$ cat config.mk
export PLATFORM = sky130hd
export DESIGN_NAME = half_adder_reg
export DESIGN_NICKNAME = d
export VERILOG_FILES = /design/src/rtl/half_adder_pkg.sv /design/src/rtl/half_adder_cell.sv /design/src/rtl/half_adder_reg.sv
export SDC_FILE = /design/constraint.sdc
export NUM_CORES = 1
export LEC_CHECK = 0
export ABC_AREA = 1
export BUFFER_PORTS_ARGS = -buffer_cell sky130_fd_sc_hd__buf_4
export CORE_AREA = 3 3 40 42
export CTS_CLUSTER_DIAMETER = 200
export CTS_CLUSTER_SIZE = 40
export DETAILED_ROUTE_END_ITERATION = 6
export DIE_AREA = 0 0 43 45
export PLACE_DENSITY = 0.3
export SLEW_MARGIN = 20
export SYNTH_ARGS = -nofsm -noshare
export SYNTH_HDL_FRONTEND = slang
export SYNTH_SLANG_ARGS = --single-unit
$ cat constraint.sdc
create_clock -name clk -period 1.9 [get_ports clk]
set_clock_uncertainty 0.2 [all_clocks]
set_input_delay 0.095 -clock clk [delete_from_list [all_inputs] [get_ports clk]]
set_output_delay 0.095 -clock clk [all_outputs]
set_load 0.1 [all_outputs]
$ cat src/rtl/half_adder_pkg.sv
// Shared constants, per-lane result type and popcount helper for half_adder_reg.
`timescale 1ns/1ps
package half_adder_pkg;

  localparam int DEFAULT_LANES = 1;
  localparam int DEFAULT_CNT_W = 16;
  // Widest lane vector popcount accepts; narrower vectors are zero-padded.
  localparam int MAX_LANES     = 256;

  typedef struct packed {
    logic sum;
    logic carry;
  } ha_result_t;

  function automatic int unsigned popcount(input logic [MAX_LANES-1:0] v);
    int unsigned n;
    n = 0;
    for (int i = 0; i < MAX_LANES; i++) begin
      n += {31'd0, v[i]};
    end
    return n;
  endfunction

endpackage

$ cat src/rtl/half_adder_cell.sv
// Combinational single-lane half adder: sum = a ^ b, carry = a & b.
`timescale 1ns/1ps
module half_adder_cell (
  input  logic a,
  input  logic b,
  output logic sum,
  output logic carry
);

  assign sum   = a ^ b;
  assign carry = a & b;

endmodule

$ cat src/rtl/half_adder_reg.sv
// Registered lane-parallel half adder with valid qualifier.
// Optional saturating carry-event counter enabled by macro HALF_ADDER_STATS_EN.
`timescale 1ns/1ps
module half_adder_reg
  import half_adder_pkg::*;
#(
  parameter int LANES = DEFAULT_LANES,
  parameter int CNT_W = DEFAULT_CNT_W
) (
  input  logic             clk,
  input  logic             rst_n,
  input  logic             in_valid,
  input  logic [LANES-1:0] a,
  input  logic [LANES-1:0] b,
  output logic             out_valid,
  output logic [LANES-1:0] sum,
  output logic [LANES-1:0] carry
`ifdef HALF_ADDER_STATS_EN
  ,
  output logic [CNT_W-1:0] carry_count
`endif
);

  if (LANES < 1 || LANES > MAX_LANES || CNT_W < 1) begin : g_bad_params
    $error("half_adder_reg: LANES must be 1..%0d and CNT_W >= 1", MAX_LANES);
  end

  ha_result_t [LANES-1:0] cell_res;
  logic [LANES-1:0]       sum_next, carry_next;
  logic [LANES-1:0]       sum_reg, carry_reg;
  logic                   valid_reg;

  for (genvar gi = 0; gi < LANES; gi++) begin : g_lane
    half_adder_cell u_cell (
      .a     (a[gi]),
      .b     (b[gi]),
      .sum   (cell_res[gi].sum),
      .carry (cell_res[gi].carry)
    );
    assign sum_next[gi]   = cell_res[gi].sum;
    assign carry_next[gi] = cell_res[gi].carry;
  end

  // Result registers only load on accepted input, so idle-cycle a/b (even X) never leak out.
  always_ff @(posedge clk) begin
    if (!rst_n) begin
      valid_reg <= 1'b0;
      sum_reg   <= '0;
      carry_reg <= '0;
    end else begin
      valid_reg <= in_valid;
      if (in_valid) begin
        sum_reg   <= sum_next;
        carry_reg <= carry_next;
      end
    end
  end

  assign out_valid = valid_reg;
  assign sum       = sum_reg;
  assign carry     = carry_reg;

`ifdef HALF_ADDER_STATS_EN
  // Accumulator is wide enough to hold count + LANES without overflow before saturating.
  localparam int ACC_W = CNT_W + 10;

  logic [CNT_W-1:0]     count_reg, count_next;
  logic [MAX_LANES-1:0] carry_vec;
  logic [ACC_W-1:0]     acc;

  always_comb begin
    carry_vec              = '0;
    carry_vec[LANES-1:0]   = carry_next;
    acc                    = ACC_W'(count_reg) + ACC_W'(popcount(carry_vec));
    count_next             = (acc > ACC_W'({CNT_W{1'b1}})) ? '1 : acc[CNT_W-1:0];
  end

  always_ff @(posedge clk) begin
    if (!rst_n) begin
      count_reg <= '0;
    end else if (in_valid) begin
      count_reg <= count_next;
    end
  end

  assign carry_count = count_reg;
`endif

endmodule

======== Word-level counts from Yosys, hierarchy flattened ========
Index checks and enable logic that the tools add are counted.
cells by class
  add/subtract/negate cells ............... 0
  multipliers ............................. 0
  divide/modulo/power cells ............... 0
  magnitude comparators ................... 0
  equality and inequality tests ........... 0
  shift operators ......................... 0
  muxes and demuxes ....................... 0
  bitwise logic cells ..................... 2
  reduce and logical (&&, ||, !) cells .... 0
operators with widths
  operator   count
  1-bit AND  1
  1-bit XOR  1
word-level totals
  register bits ........................... 3
  latch bits .............................. 0
  memory bits (writable) .................. 0
  memory bits (read-only) ................. 0
  output and inout bits ................... 3
  word-level logic and storage cells ...... 5
  memories kept ........................... 0

======== Longest topological paths before layout ========
  depth after elaboration ................. 1
  mapped depth ............................ 5

======== Modules after synthesis ========
From an unflattened synthesis, not the netlist that was laid out.
unflattened totals
  cell total of the unflattened synthesis .. 16
  area total of the unflattened synthesis .. 117.6 µm²
by module, submodules not included
  module           instances  cells each  area each (µm²)
  half_adder_reg   1          15          105.1
  half_adder_cell  1          1           12.5

======== Worst setup path before layout ========
Ideal clock, no wire load.
  path kind ............................... flip-flop to flip-flop
  start point ............................. register carry (netlist name)
  end point ............................... register carry_reg, in the netlist carry
  library setup time ...................... 0.065 ns
  arrival time ............................ 1.142 ns
  setup slack ............................. 0.493 ns
  stages on the path, launching flop included .. 3
  path buffers ............................ 0
  path through ............................ dfxtp_1 -> nor2_1 -> nor2_1
RTL lines
  item                    RTL line              RTL
  end signal: assignment  half_adder_reg.sv:54  carry_reg <= carry_next;
  end: declaration        half_adder_reg.sv:30  logic [LANES-1:0] sum_reg, carry_reg;

======== Worst setup path in the final report ========
  start point ............................. input port in_valid
  end point ............................... register valid_reg, in the netlist out_valid
RTL lines
  item                    RTL line              RTL
  start: declaration      half_adder_reg.sv:12  input logic in_valid,
  end signal: assignment  half_adder_reg.sv:51  valid_reg <= in_valid;
  end: declaration        half_adder_reg.sv:31  logic valid_reg;
No word-level cell between the ends.

==> results.json <==
{
  "synth_area_leaders": "dfxtp_1, nand2_1, nor2_1",
  "timing.final.crit_share_pct": 78.3,
  "cts-resized-gates": 0,
  "setup_viol": 0,
  "crit_fanout": 5,
  "multi_input_area_um2": 46.3,
  "place_ws_ps": 934,
  "yosys_warnings": 0,
  "drtIter0Drc": 1,
  "synth_compound_area_share_pct": 0,
  "portBuffers": 7,
  "synth.most_common_cell": "nand2_1",
  "numCtsBuffers": 3,
  "rows": 13,
  "cts_max_level": 1,
  "timing.rr.start": "carry",
  "place.gp.congestion": 0.564,
  "vias": 141,
  "nNetsFinal": 37,
  "totalWireLength_um": 285,
  "ios": 8,
  "post_cts_buffers": 0,
  "grt_overflow_total": 0,
  "grt_start_max_net_pins": 6,
  "syn-cell-area_um2": 118,
  "cp-start-kind": "primary input",
  "synth-seq-area-share_pct": 51.1,
  "grt_pass1_vias": 142,
  "grt_pass1_wl_um": 448,
  "path_class": "primary input to flop",
  "synth.top_cell.area_share_pct": 51.1,
  "slowest_delay_ps": 540,
  "synth-adder-area-share_pct": 10.6,
  "globalRouteTotalUtil_pct": 3.83,
  "synth_cell_types": 5,
  "holdPathEnd": "sum",
  "synth_area_per_cell_um2": 7.35,
  "coreArea_mm2": 0.00128,
  "maxCapViolCount": 0,
  "max_freq_mhz": 672,
  "ctsRootBufferMaster": "clkbuf_4",
  "synth-xor-area-share_pct": 0,
  "finalSetupTns_ps": 0,
  "ys.flop_type": "dfxtp_1",
  "tightest_slew_ps": 279,
  "dieWidth_um": 43,
  "synth_edf_count": 0,
  "diodes": 0,
  "clk-insertion-delay-late_ps": 230,
  "vias_per_cell": 3.13,
  "worst_hold_path.num_cells": 6,
  "async_flop_share_pct": 0,
  "cts_tree": "done",
  "r2r_end": "carry",
  "hold_start": "b",
  "antenna_left": 0,
  "post-route-drc-count": 0,
  "cpLargestDelayFamily": "buffers and inverters",
  "rsz0062_at_grt": "no",
  "path_common_cell": "dlygate4sd3_1",
  "start_util_pct": 9.15,
  "period_needed_ps": 1490,
  "hold_path.class": "primary input to flop",
  "clk_pin_slew_ps": 40,
  "syn_nets": 22,
  "syn2layout_area_growth_pct": 109,
  "endpoint_kind": "flop",
  "finalHoldViolCount": 0,
  "vdd_ir_drop_max_mv": 0.101,
  "antenna_found_initial": 0,
  "maxSlewViolCount": 0,
  "power_density_mw_per_mm2": 971,
  "first_pass_iters": 2,
  "synth_top_family_by_area": "simple AND/OR/NAND/NOR gates",
  "ff_latch_area_um2": 60.1,
  "muxShareOfSynthArea_pct": 0,
  "slew_headroom_pct": 81.6,
  "crit_chain": "dlygate4sd3_1, buf_4, nand2_1, dlygate4sd3_1, inv_1",
  "die-area_mm2": 0.00194,
  "r2r_cells": 2,
  "post_route_cells_drive_above_1_share_pct": 33.3,
  "cts.sinks": 3,
  "cts.path.max_buffers": 2,
  "status": "finished, final reports clean",
  "critPathLaunch": "in_valid",
  "leakagePower_uw": 0.000131,
  "finalWorstSetupSlack_ps": 412,
  "hold_buffers": 3,
  "synth-seq-cells": 3,
  "fill_cells": 151,
  "r2r_slack_ps": 1160,
  "dieHeight_um": 45,
  "required_ps": 1830,
  "synth_commonest_cells": "nand2_1, nor2_1, dfxtp_1, inv_1, ha_1",
  "netlist.top_cell.by_area": "dfxtp_1",
  "cp.arrival_ps": 1410,
  "wl_per_cell_um": 6.33,
  "synth_cells": 16,
  "cp_slowest_cell": "dlygate4sd3_1",
  "worstPathBufferInverterCount": 4,
  "synth_simple_gate_area_share_pct": 28.7
}
-- final cells by class --
type                       count  share of cell area, %
multi-input combinational     10                   18.9
clock buffer                   4                   10.7
timing repair buffer          10                   33.7
tap                           15                   7.65
inverter                       3                   4.59
sequential                     3                   24.5
-- power by group --
part | internal (uW) | switching, uW
combinational | 18.3 | 39.6
clock | 78.7 | 32.3
sequential | 67.5 | 1.68
total | 164 | 73.5
-- worst reg2reg max path, delay by kind of cell (launching register included) --
kind | cells | cell delay (ps)
flops | 1 | 300
simple gates | 2 | 140
-- cell families (layout without fill, tap and decap cells) --
kind of cell | after synthesis | after routing
simple gates | 9 | 9
fa+ha+maj | 1 | 1
flops | 3 | 3
buf+inv | 3 | 17
-- per-layer routing --
layer / share of wire [%] / vias to the layer above / track usage [%] / wire (um)
met5: 0 / - / 0 / 0
met2: 65 / 4 / 5.39 / 184
met1: 28 / 64 / 1.93 / 79
met4: 0 / 0 / 7.23 / 0
met3: 7.4 / 0 / 3.19 / 21
li1: - / 73 / - / -
-- through the flow --
stage               instance area, um^2  cells  hold slack [ps]  total power [uW]  util, %
detailed placement                  189     38              116               124     14.7
global placement                    189     38              117               124     14.7
CTS                                 245     45             61.2               244     19.1
floorplan                           118     16            -11.5               108        -
global route                        245     45             92.2               253     19.1
finish                              245     45             64.3               238     19.1
-- how the worst max path moves through the flow --
stage,to,slack [ps],cells past startpoint
2_1_floorplan,carry,490,2
3_3_place_gp,sum,930,6
3_5_place_dp,sum,930,6
4_1_cts,out_valid,420,5
5_1_grt,out_valid,360,5
6_report,out_valid,410,5
-- layout by cell type (no fill, tap or decap), drive strengths merged --
cell and count:
buf 7, nand2 5, nor2 4, clkbuf 4, inv 3, dfxtp 3, dlygate4sd3 3, ha 1
Power figures use the tool's default switching activity.
